[config.mk]
export PLATFORM = sky130hd
export DESIGN_NAME = fp16_processing_unit
export DESIGN_NICKNAME = d
export VERILOG_FILES = /design/src/rtl/fp16_pkg.sv /design/src/rtl/fp16_mant_mul.sv /design/src/rtl/fp16_processing_unit.sv
export SDC_FILE = /design/constraint.sdc
export NUM_CORES = 1
export LEC_CHECK = 0
export ABC_AREA = 1
export BUFFER_PORTS_ARGS = -buffer_cell sky130_fd_sc_hd__buf_2
export CAP_MARGIN = 20
export CORE_UTILIZATION = 35
export CTS_CLUSTER_DIAMETER = 80
export DETAILED_ROUTE_END_ITERATION = 10
export PLACE_DENSITY = 0.58
export SLEW_MARGIN = 20
export SYNTH_ARGS = -nofsm -noshare
export SYNTH_HDL_FRONTEND = slang
export SYNTH_SLANG_ARGS = --single-unit
[constraint.sdc]
create_clock -name clk -period 8.42 [get_ports clk]
set_input_delay 1.263 -clock clk [delete_from_list [all_inputs] [get_ports clk]]
set_output_delay 1.263 -clock clk [all_outputs]
set_load 0.02 [all_outputs]
[src/rtl/fp16_pkg.sv]
// fp16_pkg: shared constants, FSM state type and FP16 field helpers for the
// FP16 processing unit and its mantissa multiplier.
package fp16_pkg;

    localparam int unsigned MANT_W = 11;            // significand incl. hidden bit
    localparam int unsigned EXP_W  = 5;
    localparam int unsigned BIAS   = 15;
    localparam int unsigned PROD_W = 2 * MANT_W;    // full significand product
    localparam int unsigned CNT_W  = $clog2(MANT_W + 1);

    localparam logic [15:0] QNAN    = 16'h7E00;
    localparam logic [15:0] POS_INF = 16'h7C00;

    typedef enum logic [2:0] {
        StIdle,
        StUnpack,
        StMult,
        StNorm,
        StDone
    } state_t;

    function automatic logic fp_sign(input logic [15:0] x);
        return x[15];
    endfunction

    function automatic logic [EXP_W-1:0] fp_exp(input logic [15:0] x);
        return x[14:10];
    endfunction

    function automatic logic [MANT_W-2:0] fp_frac(input logic [15:0] x);
        return x[9:0];
    endfunction

endpackage

[src/rtl/fp16_mant_mul.sv]
// fp16_mant_mul: sequential MANT_W x MANT_W shift-add multiplier, one
// multiplier bit per cycle.
//   clk, reset : clock and synchronous active-high reset
//   load       : start a new multiply with mcand/mplier
//   mcand      : multiplicand
//   mplier     : multiplier
//   busy       : iterations in progress
//   prod       : product, valid from the cycle after done
//   done       : high during the final iteration
module fp16_mant_mul
    import fp16_pkg::*;
(
    input  logic              clk,
    input  logic              reset,
    input  logic              load,
    input  logic [MANT_W-1:0] mcand,
    input  logic [MANT_W-1:0] mplier,
    output logic              busy,
    output logic [PROD_W-1:0] prod,
    output logic              done
);

    logic [PROD_W-1:0] acc_q;
    logic [PROD_W-1:0] mc_q;
    logic [MANT_W-1:0] mp_q;
    logic [CNT_W-1:0]  cnt_q;
    logic              busy_q;

    always_ff @(posedge clk) begin
        if (reset) begin
            acc_q  <= '0;
            mc_q   <= '0;
            mp_q   <= '0;
            cnt_q  <= '0;
            busy_q <= 1'b0;
        end else if (load) begin
            acc_q  <= '0;
            mc_q   <= PROD_W'(mcand);
            mp_q   <= mplier;
            cnt_q  <= CNT_W'(MANT_W);
            busy_q <= 1'b1;
        end else if (busy_q) begin
            if (mp_q[0]) begin
                acc_q <= acc_q + mc_q;
            end
            mc_q  <= mc_q << 1;
            mp_q  <= mp_q >> 1;
            cnt_q <= cnt_q - 1'b1;
            if (cnt_q == CNT_W'(1)) begin
                busy_q <= 1'b0;
            end
        end
    end

    assign busy = busy_q;
    assign prod = acc_q;
    assign done = busy_q && (cnt_q == CNT_W'(1));

endmodule

[src/rtl/fp16_processing_unit.sv]
// fp16_processing_unit: multi-cycle FP16 multiplier, P = a * b with
// round-to-nearest-even. Subnormal inputs read as zero, subnormal results
// flush to zero.
//   clk, reset : clock and synchronous active-high reset
//   start      : level request, sampled only while idle
//   a, b       : FP16 operands, captured when start is accepted
//   P          : registered product, holds until the next completion
//   ready      : one-cycle pulse, P valid in the same cycle
module fp16_processing_unit
    import fp16_pkg::*;
(
    input  logic        clk,
    input  logic        reset,
    input  logic        start,
    input  logic [15:0] a,
    input  logic [15:0] b,
    output logic [15:0] P,
    output logic        ready
);

    state_t state_q, state_d;

    logic [15:0]       a_q, b_q;
    logic              sign_q;
    logic signed [6:0] exp_q;
    logic              special_q;
    logic [15:0]       special_val_q;
    logic [15:0]       p_q;

    logic              mul_load, mul_busy, mul_done;
    logic [PROD_W-1:0] mul_prod;

    // Operand classification
    logic [EXP_W-1:0] ea, eb;
    logic [9:0]       fa, fb;
    logic             zero_a, zero_b, inf_a, inf_b, nan_a, nan_b, sign_r;
    logic             special_c;
    logic [15:0]      special_val_c;

    always_comb begin
        ea     = fp_exp(a_q);
        eb     = fp_exp(b_q);
        fa     = fp_frac(a_q);
        fb     = fp_frac(b_q);
        sign_r = fp_sign(a_q) ^ fp_sign(b_q);
        zero_a = (ea == '0);
        zero_b = (eb == '0);
        inf_a  = (ea == '1) && (fa == '0);
        inf_b  = (eb == '1) && (fb == '0);
        nan_a  = (ea == '1) && (fa != '0);
        nan_b  = (eb == '1) && (fb != '0);
        special_c     = 1'b1;
        special_val_c = QNAN;
        if (nan_a || nan_b || (inf_a && zero_b) || (inf_b && zero_a)) begin
            special_val_c = QNAN;
        end else if (inf_a || inf_b) begin
            special_val_c = {sign_r, POS_INF[14:0]};
        end else if (zero_a || zero_b) begin
            special_val_c = {sign_r, 15'h0};
        end else begin
            special_c = 1'b0;
        end
    end

    // Normalise and round
    logic              hi, guard, sticky, round_up;
    logic [9:0]        frac_t;
    logic [11:0]       mant_r;
    logic signed [6:0] exp_n;
    logic [15:0]       result;

    always_comb begin
        hi = mul_prod[PROD_W-1];
        if (hi) begin
            frac_t = mul_prod[20:11];
            guard  = mul_prod[10];
            sticky = |mul_prod[9:0];
        end else begin
            frac_t = mul_prod[19:10];
            guard  = mul_prod[9];
            sticky = |mul_prod[8:0];
        end
        round_up = guard && (sticky || frac_t[0]);
        mant_r   = {2'b01, frac_t} + 12'(round_up);
        // On rounding carry-out mant_r is 12'h800, so its low fraction bits are already zero.
        exp_n    = exp_q + 7'(hi) + 7'(mant_r[11]);
        if (special_q) begin
            result = special_val_q;
        end else if (exp_n >= 7'sd31) begin
            result = {sign_q, POS_INF[14:0]};
        end else if (exp_n <= 7'sd0) begin
            result = {sign_q, 15'h0};
        end else begin
            result = {sign_q, exp_n[4:0], mant_r[9:0]};
        end
    end

    // FSM state register
    always_ff @(posedge clk) begin
        if (reset) begin
            state_q <= StIdle;
        end else begin
            state_q <= state_d;
        end
    end

    // FSM next state
    always_comb begin
        state_d = state_q;
        unique case (state_q)
            StIdle:   if (start) state_d = StUnpack;
            StUnpack: state_d = StMult;
            StMult:   if (mul_done) state_d = StNorm;
            StNorm:   state_d = StDone;
            StDone:   state_d = StIdle;
            default:  state_d = StIdle;
        endcase
    end

    // FSM outputs
    always_comb begin
        mul_load = (state_q == StUnpack) && !mul_busy;
        ready    = (state_q == StDone);
    end

    // Datapath registers
    always_ff @(posedge clk) begin
        if (reset) begin
            a_q           <= '0;
            b_q           <= '0;
            sign_q        <= 1'b0;
            exp_q         <= '0;
            special_q     <= 1'b0;
            special_val_q <= '0;
            p_q           <= '0;
        end else begin
            if (state_q == StIdle && start) begin
                a_q <= a;
                b_q <= b;
            end
            if (state_q == StUnpack) begin
                sign_q        <= sign_r;
                exp_q         <= 7'({2'b00, ea}) + 7'({2'b00, eb}) - 7'(BIAS);
                special_q     <= special_c;
                special_val_q <= special_val_c;
            end
            if (state_q == StNorm) begin
                p_q <= result;
            end
        end
    end

    assign P = p_q;

    fp16_mant_mul u_mant_mul (
        .clk    (clk),
        .reset  (reset),
        .load   (mul_load),
        .mcand  ({~zero_a, fa}),
        .mplier ({~zero_b, fb}),
        .busy   (mul_busy),
        .prod   (mul_prod),
        .done   (mul_done)
    );

endmodule

; ---- After elaboration in Yosys (flattened, before gate mapping)
; Index checks and enable logic that the tools add are counted.
[op_classes]
reduce_logical = 30
bitwise_logic = 3
n_eq_ne = 9
n_mux = 24
add_sub_neg = 7
n_lt_le_gt_ge = 2
[ops]
columns = operator, n
row1 = $mux 16, 4
row2 = $mux 11, 4
row3 = $mux 15, 2
row4 = $add 22x22->22, 1
row5 = $logic_not 10->1, 2
row6 = $reduce_bool 10->1, 2
row7 = $add 7x1->7, 2
row8 = $add 11x1->12, 1
row9 = $pmux 3 s4, 1
row10 = $eq 5x5->1 const B, 2
row11 = $logic_and 1x1->1, 10
row12 = $logic_not 5->1, 2
row13 = $mux 10, 1
row14 = $reduce_or 10->1, 1
row15 = $reduce_or 9->1, 1
row16 = $mux 1, 8
row17 = $mux 4, 2
row18 = $ge 7x6->1 const B, 1
row19 = $le 7x1->1 const B, 1
row20 = $sub 6x4->7 const B, 1
row21 = $add 5x5->6, 1
row22 = $eq 3x2->1 const B, 2
row23 = $logic_or 1x1->1, 6
row24 = $mux 3, 2
row25 = 12 further kinds, 15
[totals]
in_bits = 35
wordCells = 90
ff_bits = 136
out_inout_bits = 17

; ---- Depth between registers and ports, before layout
[depth]
ltp_word = 10
mapped_depth = 23
ltp_nobuf = 21

; ---- Hierarchy
; Synthesis repeated with hierarchy kept, for this count alone.
[hier_totals]
cells_unflattened = 1125
hier_area_um2 = 7372.1
[modules_own_cells]
columns = module, area_per_inst_um2, n_inst, cells_each
row1 = fp16_mant_mul, 3985.1, 1, 628
row2 = fp16_processing_unit, 3387.0, 1, 497

; ---- Worst setup path before layout
; No wires, ideal clock.
[synth_timing]
kind = register to register
start = register u_mant_mul.acc_q[21], in the netlist u_mant_mul.prod[21]
end = register p_q[0], in the netlist P[0]
path_stages_with_launch = 21
n_path_buf = 2
arrival_ns = 2.654
path_slack_ns = 5.696
path_cell_list = dfxtp_1 buf_6 buf_8 nand2_2 o21ai_2 nand2_2 nor2_1 nand3_1 nor2_1 nand2_1 fa_1 inv_1 ha_1 nand2_2 nor3_2 nor2_1 nor2_4 nand2_2 nor2_4 nand3_1 a21oi_1
[synth_via]
elab_chain_cells = 9
elab_cells_between_ends = 13
[synth_rtl]
columns = element, line
row1 = from (decl), fp16_mant_mul.sv:23  ; logic [PROD_W-1:0] acc_q;
row2 = from (signal assigned), fp16_mant_mul.sv:44  ; acc_q <= acc_q + mc_q;
row3 = $mux 1 / $mux 10 (equally long branches), fp16_processing_unit.sv:74  ; if (hi) begin
row4 = $logic_or 1x1->1, fp16_processing_unit.sv:83  ; round_up = guard && (sticky || frac_t[0]);
row5 = $logic_and 1x1->1, fp16_processing_unit.sv:83
row6 = $add 11x1->12, fp16_processing_unit.sv:84  ; mant_r = {2'b01, frac_t} + 12'(round_up);
row7 = $add 7x1->7, fp16_processing_unit.sv:86  ; exp_n = exp_q + 7'(hi) + 7'(mant_r[11]);
row8 = $le 7x1->1, fp16_processing_unit.sv:91  ; end else if (exp_n <= 7'sd0) begin
row9 = $mux 15, fp16_processing_unit.sv:91
row10 = $mux 15 (*), fp16_processing_unit.sv:89  ; end else if (exp_n >= 7'sd31) begin
row11 = $mux 16 (*), fp16_processing_unit.sv:87  ; if (special_q) begin
row12 = to (signal assigned), fp16_processing_unit.sv:148  ; p_q <= result;
row13 = to (decl), fp16_processing_unit.sv:28  ; logic [15:0] p_q;
; Mark *: on every way between the ends. The rest lies on a longest branch, timed or not.
; A chain may end at the register's enable or synchronous reset.

; ---- Final worst setup path
[layout_timing]
start = register u_mant_mul.acc_q[21], in the netlist u_mant_mul.prod[21]
end = register p_q[2], in the netlist P[2]
; The elaborated chain is that of the path after synthesis.

==> flow_summary.json <==
{
  "gr-total-overflow": 0,
  "netlist_area_mm2": 0.00706,
  "use_met1_pct": 24.8,
  "hold_buffers": 0,
  "yosysUniqueCellTypes": 41,
  "track_usage_pct": 18.0,
  "grt_util_met3_pct": 4.34,
  "critPathCaptureType": "register",
  "maxCapViolCount": 0,
  "synth_seq_area_share_pct": 34.9,
  "met2_usage_pct": 28.1,
  "top_usage_layer": "met2",
  "hpwl_um": 12900,
  "cts.reportedPaths.clkPinSlew_ns": 0.06,
  "synthesis.nets": 1146,
  "ant_nets": 0,
  "post_cts_resized": 0,
  "tightest_slew_ns": 0.900,
  "post_cts_buffers": 0,
  "worstPathArrival_ns": 3.92,
  "cts_made_buffers": 17,
  "finalInstanceArea_mm2": 0.00807,
  "n_antenna_cell": 0,
  "cts_sinks": 123,
  "rsz0062_at_grt": "no",
  "critPathSlowestCell": "dfxtp_1",
  "vdd_ir_drop_max_v": 0.000133,
  "gp_congestion": 0.892,
  "hold_path_class": "register to register",
  "start_util_pct": 36.1,
  "clockRootBuffer": "clkbuf_16",
  "slew_headroom_pct": 39.9,
  "drv_slew": 0,
  "synthArstFlopShare_pct": 0,
  "critPathLaunchType": "register",
  "worst-setup-path-type": "register to register",
  "leakage_nw": 3.82,
  "max_stage_delay_ns": 0.90,
  "vias_per_cell": 4.72,
  "grt_pass1_vias": 6032,
  "finalClockSkew_ns": 0.00805,
  "syn_inst": 1074,
  "crit_required_ns": 8.77,
  "dr_total_vias": 6553,
  "place_area_mm2": 0.00749,
  "die_w_um": 144,
  "htree_levels": 4,
  "status": "completed",
  "grt_max_degree": 68,
  "fmax_mhz": 280,
  "area_growth_pct": 14.3,
  "synth_seq_cells": 123,
  "dieArea_mm2": 0.0208,
  "die_h_um": 144,
  "synth.avg_cell_area_um2": 6.58,
  "layout_worst_path_cycle_share_pct": 42.4,
  "crit_fanout": 26,
  "power_density_mw_per_mm2": 188,
  "routed_wl_um": 17500,
  "yosys_warnings": 0,
  "synth_ff_type": "dfxtp_1",
  "cts_tree": "yes",
  "boundaryPins": 52,
  "first_iter_violations": 353,
  "tns_ns": 0,
  "cts_buffer_depth": 2,
  "preCtsSetupSlack_ns": 4.85,
  "synth-edff-count": 0,
  "setup_viol": 0,
  "core_area_mm2": 0.0196,
  "crit_path_cell_trace": "nand2_1, o21ai_2, nand2_1, nor2_2, nand3_1, nor2_1, nand2_1, fa_1, inv_1, ha_1, nand2_2, nor3_2, nor2_1, nor2_4, nand2_2, nor2_4, nand3_1, a21oi_1",
  "io_buffers": 51,
  "placement_rows": 51,
  "dr.pass1.iters": 5,
  "drive_gt1_share_pct": 9.26,
  "antenna_found_initial": 0,
  "grt_pass1_wl_um": 29400,
  "wl_per_cell_um": 12.6,
  "drc": 0,
  "clock_latency_ns": 0.42,
  "nets": 1182,
  "hold_viol": 0,
  "cp_common_cell": "nand2_1",
  "period_needed_ns": 3.57,
  "setup_slack_ns": 4.85
}
-- logic make-up after synthesis --
logic type,count (synthesis),synth area share (%)
AOI/OAI and AO/OA,205,15.9
xor gates and xnor gates,17,2.11
adders and majority gates,37,6.87
buffers and inverters,199,11.1
DFF,123,34.9
and+or+nand+nor,493,29.1
-- metal layers --
layer | share of wire, % | up-vias
met5 | 0 | -
met1 | 53 | 2937
met4 | 0.80 | 0
met3 | 3.2 | 10
met2 | 43 | 98
li1 | - | 3508
-- synth_stat cells (all sizes together) (7+ instances only) --
master  number  area [um^2]
nand2      255          972
nand4       14         87.6
dfxtp      123         2460
o211ai       7         52.6
clkbuf      19         71.3
o21ai       87          454
buf         18          108
inv        162          608
ha          34          425
xor2        14          123
nand3       66          343
a21oi       87          435
nor2       146          576
-- per-stage QoR --
| step | power, mW | hold WS (ns) | instances | utilization (%) |
|---|---|---|---|---|
| 2_1_floorplan | 0.764 | 0.440 | 1074 | - |
| 3_3_place_gp | 0.809 | 0.454 | 1356 | 38.3 |
| 3_5_place_dp | 0.811 | 0.454 | 1356 | 38.3 |
| 4_1_cts | 1.53 | 0.462 | 1388 | 41.2 |
| 5_1_grt | 1.59 | 0.479 | 1388 | 41.2 |
| 6_report | 1.52 | 0.461 | 1388 | 41.2 |
-- final cells by class --
class,count,area [um^2]
clock buffer,22,464
clock inverter,10,116
fill,2093,11500
inverter,162,608
multi-input combinational,752,3810
sequential,123,2460
tap,265,332
timing repair buffer,54,278
-- worst max-delay path: cells and delay by family, from the launching register on --
family,cells,cell delay (ns)
AOI/OAI and AO/OA,2,0.30
DFF,1,0.90
adders and majority gates,2,0.57
and+or+nand+nor,13,1.63
buffers and inverters,1,0.10
-- state kept, by name (all words and copies together) (netlist names) --
register,count
u_mant_mul.mc_q,22
u_mant_mul.prod,22
P,16
a_q,16
b_q,16
u_mant_mul.mp_q,11
exp_q,7
u_mant_mul.cnt_q,4
special_val_q,3
state_q,3
sign_q,1
special_q,1
u_mant_mul.busy,1
-- placed cells by master, fill, tap and decap left out, drive strengths merged --
master / count
nand2: 255
inv: 163
nor2: 146
dfxtp: 123
a21oi: 87
o21ai: 87
nand3: 66
buf: 54
ha: 34
clkbuf: 22
xor2: 14
nand4: 14
o211ai: 7
o21bai: 6
nor3: 6
o221ai: 5
clkinv: 5
a31oi: 4
a21o: 4
xnor2: 3
fa: 3
nor3b: 2
or2: 2
clkinvlp: 2
bufinv: 2
a21boi: 2
o2111ai: 1
nand3b: 1
nor4: 1
a211oi: 1
o21a: 1
-- report_power, final --
part           internal [mW]  total, mW  switching, mW
combinational         0.0548      0.165          0.110
clock                  0.451      0.721          0.270
sequential             0.611      0.633         0.0221
-- final timing paths --
path                                                        from                 to  slack, ns  depth (start not counted)
worst min register to register                 P[3]$_SDFFE_PP0P_  P[3]$_SDFFE_PP0P_       0.46                          2
worst min-delay path                           P[3]$_SDFFE_PP0P_  P[3]$_SDFFE_PP0P_       0.46                          2
worst max register to register  u_mant_mul.prod[21]$_SDFFE_PP0P_  P[2]$_SDFFE_PP0P_       4.85                         18
worst max-delay path            u_mant_mul.prod[21]$_SDFFE_PP0P_  P[2]$_SDFFE_PP0P_       4.85                         18
Power figures use the tool's default switching activity.
